$ cat src/rtl/dino_frame_scanner.sv
// Frame timer plus raster scanner: requests one pixel per cycle from the renderer
// and plots its colour READ_LATENCY cycles later through a matching valid/x/y shift line.
module dino_frame_scanner #(
  parameter int SCREEN_W     = 160,
  parameter int SCREEN_H     = 120,
  parameter int READ_LATENCY = 2,
  parameter int FRAME_TICKS  = 833334
) (
  input  logic       clk,
  input  logic       reset,
  input  logic       enable,
  output logic [7:0] x,
  output logic [7:0] y,
  input  logic [2:0] color_in,
  output logic       frameClk,
  output logic [7:0] vga_x,
  output logic [7:0] vga_y,
  output logic [2:0] vga_color,
  output logic       vga_plot,
  output logic       frame_done,
  output logic       overrun
);

  localparam int CW = $clog2(FRAME_TICKS);
  localparam int DW = $clog2(READ_LATENCY + 1);
  localparam logic [CW-1:0] CNT_LAST   = CW'(FRAME_TICKS - 1);
  localparam logic [CW-1:0] CNT_HALF   = CW'(FRAME_TICKS / 2);
  localparam logic [7:0]    X_LAST     = 8'(SCREEN_W - 1);
  localparam logic [7:0]    Y_LAST     = 8'(SCREEN_H - 1);
  localparam logic [DW-1:0] DRAIN_LAST = DW'(READ_LATENCY - 1);

  typedef enum logic [1:0] {IDLE, SCAN, DRAIN} state_t;

  state_t                         state_q, state_d;
  logic [CW-1:0]                  frame_cnt_q, frame_cnt_d;
  logic [7:0]                     x_q, x_d, y_q, y_d;
  logic [DW-1:0]                  drain_q, drain_d;
  logic                           overrun_q, overrun_d;
  logic [READ_LATENCY-1:0]        pv_q, pv_d;
  logic [READ_LATENCY-1:0][7:0]   px_q, px_d, py_q, py_d;
  logic                           tick;

  assign tick = (frame_cnt_q == CNT_LAST);

  always_comb begin
    frame_cnt_d = tick ? '0 : frame_cnt_q + CW'(1);
    state_d     = state_q;
    x_d         = x_q;
    y_d         = y_q;
    drain_d     = drain_q;
    // A tick outside IDLE is dropped rather than restarting the scan.
    overrun_d   = overrun_q | (tick && (state_q != IDLE));

    case (state_q)
      IDLE: begin
        if (tick && enable) begin
          state_d = SCAN;
          x_d     = '0;
          y_d     = '0;
        end
      end
      SCAN: begin
        if (x_q == X_LAST) begin
          if (y_q == Y_LAST) begin
            state_d = DRAIN;
            drain_d = '0;
          end else begin
            x_d = '0;
            y_d = y_q + 8'd1;
          end
        end else begin
          x_d = x_q + 8'd1;
        end
      end
      DRAIN: begin
        if (drain_q == DRAIN_LAST) state_d = IDLE;
        else                       drain_d = drain_q + DW'(1);
      end
      default: state_d = IDLE;
    endcase

    pv_d    = pv_q;
    px_d    = px_q;
    py_d    = py_q;
    pv_d[0] = (state_q == SCAN);
    px_d[0] = x_q;
    py_d[0] = y_q;
    for (int i = 1; i < READ_LATENCY; i++) begin
      pv_d[i] = pv_q[i-1];
      px_d[i] = px_q[i-1];
      py_d[i] = py_q[i-1];
    end
  end

  always_ff @(posedge clk) begin
    if (reset) begin
      state_q     <= IDLE;
      frame_cnt_q <= '0;
      x_q         <= '0;
      y_q         <= '0;
      drain_q     <= '0;
      overrun_q   <= 1'b0;
      pv_q        <= '0;
      px_q        <= '0;
      py_q        <= '0;
    end else begin
      state_q     <= state_d;
      frame_cnt_q <= frame_cnt_d;
      x_q         <= x_d;
      y_q         <= y_d;
      drain_q     <= drain_d;
      overrun_q   <= overrun_d;
      pv_q        <= pv_d;
      px_q        <= px_d;
      py_q        <= py_d;
    end
  end

  assign x          = x_q;
  assign y          = y_q;
  assign frameClk   = (frame_cnt_q >= CNT_HALF);
  assign vga_plot   = pv_q[READ_LATENCY-1];
  assign vga_x      = px_q[READ_LATENCY-1];
  assign vga_y      = py_q[READ_LATENCY-1];
  assign vga_color  = vga_plot ? color_in : 3'd0;
  assign frame_done = vga_plot && (vga_x == X_LAST) && (vga_y == Y_LAST);
  assign overrun    = overrun_q;

endmodule

$ cat config.mk
export PLATFORM = sky130hd
export DESIGN_NAME = dino_frame_scanner
export DESIGN_NICKNAME = d
export VERILOG_FILES = /design/src/rtl/dino_frame_scanner.sv
export SDC_FILE = /design/constraint.sdc
export NUM_CORES = 1
export LEC_CHECK = 0
export CORE_MARGIN = 2
export CORE_UTILIZATION = 45
export DETAILED_ROUTE_END_ITERATION = 10
export PLACE_DENSITY = 0.68
export SLEW_MARGIN = 20
export SYNTH_ARGS = -nofsm -noshare
export SYNTH_HDL_FRONTEND = slang
export SYNTH_SLANG_ARGS = --single-unit
$ cat constraint.sdc
create_clock -name clk -period 2 [get_ports clk]
set_clock_uncertainty 0.2 [all_clocks]
set_input_delay 0.4 -clock clk [delete_from_list [all_inputs] [get_ports clk]]
set_output_delay 0.4 -clock clk [all_outputs]
set_load 0.01 [all_outputs]
Word-level counts from Yosys, hierarchy flattened
Index checks and enable logic that the tools add are counted.
{ "word_totals": {"in_bits": 6, "out_inout_bits": 39, "word_cells": 62, "regBits": 75} }
{ "op_classes": {"muxes": 17, "addsub": 4, "n_reduce_logical": 13, "n_bitwise": 1, "n_lt_le_gt_ge": 1, "eq_ne": 15} }
{ "op_table": {"columns": ["op", "count"], "rows": [
  ["8-bit two-way mux", 5],
  ["8-bit case mux with 2 select lines", 2],
  ["20-bit by 1-bit adder with 20-bit output, second input constant", 1],
  ["20-bit == test, second input constant", 1],
  ["20-bit by 19-bit >= comparator with 1-bit output, second input constant", 1],
  ["8-bit by 1-bit adder with 8-bit output, second input constant", 2],
  ["8-bit by 7-bit == test with 1-bit output, second input constant", 2],
  ["8-bit == test, second input constant", 2],
  ["2-bit two-way mux", 7],
  ["4-bit AND reduction", 3],
  ["2-bit != test, second input constant", 4],
  ["2-bit case mux with 3 select lines", 1],
  ["2-bit nonzero test", 3],
  ["2-bit by 1-bit == test with 1-bit output, second input constant", 2],
  ["1-bit logical AND", 4],
  ["2-bit by 1-bit != test with 1-bit output, second input constant", 2],
  ["2-bit case mux with 2 select lines", 1],
  ["3-bit two-way mux", 1],
  ["3-bit != test, second input constant", 1],
  ["3-bit AND reduction", 1],
  ["2-bit by 1-bit adder with 2-bit output, second input constant", 1],
  ["2-bit == test, second input constant", 1],
  ["2-bit zero test", 1],
  ["2-bit OR reduction", 1],
  ["1-bit OR", 1]
]} }

Longest topological paths before layout
{ "depth": {"word_depth": 4, "mapped_depth": 7, "ltp_nobuf": 7} }

Worst setup path before layout
Ideal clock, no wire load.
{ "synth_path": {"path_kind": "register to output", "from": "reg frame_cnt_q[0]", "to": "out frameClk", "slack_ns": 0.086, "path_buffers": 0, "stages_incl_launch_ff": 7, "arrival_ns": 1.314, "required_ns": 1.400, "path_cell_list": "dfxtp_1 > ha_1 > o211ai_1 > a21oi_1 > o211a_1 > o2111ai_1 > o211ai_1"} }
{ "synth_via": {"elab_chain_cells": 1} }
{ "synth_lines": {"columns": ["element", "line", "rtl"], "rows": [
  ["start, declared", "35", "logic [CW-1:0] frame_cnt_q, frame_cnt_d;"],
  ["start signal, assigned", "108", "frame_cnt_q <= frame_cnt_d;"],
  ["20-bit by 19-bit >= comparator with 1-bit output", "121", "assign frameClk = (frame_cnt_q >= CNT_HALF);"],
  ["end, declared", "15", "output logic frameClk,"]
]} }
No other way between the ends.

Final worst setup path
{ "layout_path": {"from": "reg frame_cnt_q[1]", "to": "out frameClk"} }
Same word-level chain as after synthesis.

==> impl_metrics.env <==
export IMPL_outcome="finished with violations"
export IMPL_violations="setup timing"
export IMPL_synth_distinct_cells=54
export IMPL_slew_viol_final=0
export IMPL_hold_viol=0
export IMPL_clockBufferDepth=2
export IMPL_ctsHoldBuffers=0
export IMPL_synth_warnings=0
export IMPL_power_mw=2.91
export IMPL_seq_area_frac_synth_pct=48.0
export IMPL_syn_to_final_growth_pct=35.9
export IMPL_cp_common_cell="o211ai_1"
export IMPL_ir_drop_v=0.000421
export IMPL_cpLargestDelayFamily="compound AO/OA/AOI/OAI gates"
export IMPL_synthTopCellsByArea="dfxtp_1, nor2b_1, nor2_1"
export IMPL_cp_arrival_ns=1.74
export IMPL_intPower_mw=2.30
export IMPL_ys_seq_elements=75
export IMPL_max_cap_violations=0
export IMPL_p_switching_uw=609
export IMPL_grt_pass1_wl_um=10700
export IMPL_dr_pass1_iters=5
export IMPL_yosysMostFrequentCell="dfxtp_1"
export IMPL_timing_critical_path_buf_inv=1
export IMPL_diodes=0
export IMPL_grt_max_degree=24
export IMPL_yosysTopAreaCellShare_pct=48.0
export IMPL_crit_fanout=2
export IMPL_max_slew_margin_rel_pct=75.2
export IMPL_combPwrFrac_pct=2.3
export IMPL_grt_overflow=0
export IMPL_cp_start_kind="register"
export IMPL_place_gp_congestion=0.862
export IMPL_synth_top_cell_by_area="dfxtp_1"
export IMPL_drt_total_wl_um=6590
export IMPL_fin_crit_sh_pct=117
export IMPL_power_leakage_nw=1.76
export IMPL_initial_core_util_pct=46.3
export IMPL_drtIter0Drc=89
export IMPL_crit_path_end_kind="output pin"
export IMPL_setup_slack_ns=-0.344
export IMPL_h_tree_depth=3
export IMPL_rsz0062_at_grt="yes"
export IMPL_io_buffers=44
export IMPL_grtUsageTotal_pct=18.0
export IMPL_swShare_pct=20.9
export IMPL_io_pins=45
export IMPL_die_area_um2=7640
export IMPL_synthArstFlopShare_pct=0
export IMPL_drive_gt1_share_pct=23.2
export IMPL_clk_latency_ns=0.35
export IMPL_wire_per_inst_um=12.8
export IMPL_num_vias=2661
export IMPL_root_buffer="clkbuf_8"
export IMPL_tns_ns=-0.615
export IMPL_worst_slew_pin_slew_ns=0.369
export IMPL_die_h_um=87.4
export IMPL_max_freq_ghz=0.427
export IMPL_postSynthCellCount=346
export IMPL_finalSetupViolations=2
export IMPL_cts_tree="done"
export IMPL_seqPwrFrac_pct=51.5
export IMPL_worstSetupPathType="register to output pin"
export IMPL_final_nets=442
export IMPL_clkSinkCount=75
export IMPL_drcViolationCount=0
export IMPL_cp_cell_sequence="ha_4 -> o211ai_1 -> a21oi_1 -> o211a_1 -> o2111ai_2 -> o211ai_1 -> buf_2"
export IMPL_synth_common_cells="dfxtp_1, nor2_1, nor2b_1, nand3_1, nand2_1"
export IMPL_antenna_found_initial=0
export IMPL_synth_flop_cell="dfxtp_1"
export IMPL_hold_class="register to register"
export IMPL_synth_edff_count=0
export IMPL_dp_worst_setup_slack_ns=-0.365
export IMPL_numCtsBuffers=9
export IMPL_clk_pin_slew_ns=0.08
export IMPL_fp_dieW_um=87.4
export IMPL_critPathSlowestCell="dfxtp_2"
export IMPL_synth_area_um2=3130
export IMPL_grt_pass1_vias=2372
export IMPL_dpl_hpwl_um=4830
export IMPL_avgSynthCellArea_um2=9.04
export IMPL_ant_nets=0
export IMPL_coreArea_um2=6760
export IMPL_finalCriticalPeriod_ns=2.34
export IMPL_cpPeakStageDelay_ns=0.34
export IMPL_synth_nets=357
export IMPL_vias_per_cell=5.16
export IMPL_num_fill_cells=561
export IMPL_pwr_density_cell_nw_per_um2=685
export IMPL_rows=30
export IMPL_hold_slack_ns=0.237
export IMPL_fin_util_pct=62.9
export IMPL_cp_data_required_time_ns=1.40
export IMPL_p_clk_share_pct=46.1
## per-layer routing
layer / up-vias / part of all wire (%) / global-route usage [%]
met5: - / 0 / 0
met1: 1250 / 46 / 22.9
li1: 1347 / - / -
met2: 56 / 48 / 28.7
met3: 8 / 4.5 / 5.02
met4: 0 / 1.5 / 7.41
## stage by stage
stage,std cells,instance area (um^2)
5_1_grt,516,4250
3_5_place_dp,497,3910
3_3_place_gp,497,3910
4_1_cts,514,4160
2_1_floorplan,346,3130
6_report,516,4250
## logic make-up after synthesis
group / Yosys count / synth area share (%)
mux: 1 / 0.320
simple gates: 166 / 29.1
buf+inv: 40 / 6.88
compound gates: 44 / 9.56
flops: 75 / 48.0
fa+ha+maj: 5 / 2.00
xor+xnor: 15 / 4.20
## worst paths after layout
check | startpoint | end | slack, ns | depth (start not counted)
worst min register to register | px_d[15]$_SDFF_PP0_ | vga_x[7]$_SDFF_PP0_ | 0.24 | 1
worst min-delay path | px_d[15]$_SDFF_PP0_ | vga_x[7]$_SDFF_PP0_ | 0.24 | 1
worst max register to register | y[0]$_SDFFE_PP0P_ | y[2]$_SDFFE_PP0P_ | 0.07 | 6
worst max-delay path | frame_cnt_q[1]$_SDFF_PP0_ | frameClk | -0.34 | 7
## cell usage in the layout, fill, tap and decap left out, drive strengths merged, types with 3 or more instances in the layout
cell / count
ha: 5
a21oi: 14
nor2: 42
dfxtp: 75
dlygate4sd2: 3
nand2: 22
buf: 59
nand4b: 5
nand2b: 4
and4: 3
and2: 3
and3: 3
dlymetal6s2s: 7
nor3: 11
a311oi: 5
clkbuf: 11
xor2: 5
nand4: 3
inv: 14
nand3: 23
clkdlybuf4s50: 32
xnor2: 10
nor2b: 30
or3: 7
o21ai: 8
## sequential cells by signal, summed over array words and instances (netlist names)
name         cells
vga_y            8
y                8
state_q          2
px_d             8
x                8
frame_cnt_q     20
py_d             8
overrun          1
drain_q          2
vga_x            8
pv_q             2
## power groups by stage
stage               Sequential [mW]  Combinational, mW  Clock [mW]
floorplan                      1.53             0.0317           0
global placement               1.53             0.0623           0
detailed placement             1.53             0.0635           0
CTS                            1.50             0.0655        1.37
global route                   1.50             0.0741        1.44
finish                         1.50             0.0673        1.34
## cell type report
| class | count | area (um^2) | area share, % |
|---|---|---|---|
| Clock inverter | 5 | 83.8 | 1.97 |
| Clock buffer | 11 | 151 | 3.56 |
| Inverter | 13 | 48.8 | 1.15 |
| Multi-Input combinational cell | 231 | 1480 | 34.8 |
| Sequential cell | 75 | 1510 | 35.6 |
| Timing Repair Buffer | 101 | 872 | 20.5 |
| Tap cell | 80 | 100 | 2.35 |
## repair_timing
action / CTS / global route
resized for setup: 19 / 20
setup buffers: 1 / 2
setup endpoints to repair: 7 / 26
pin swaps: 5 / 13
Note: power is estimated with default switching activity, not from simulation.
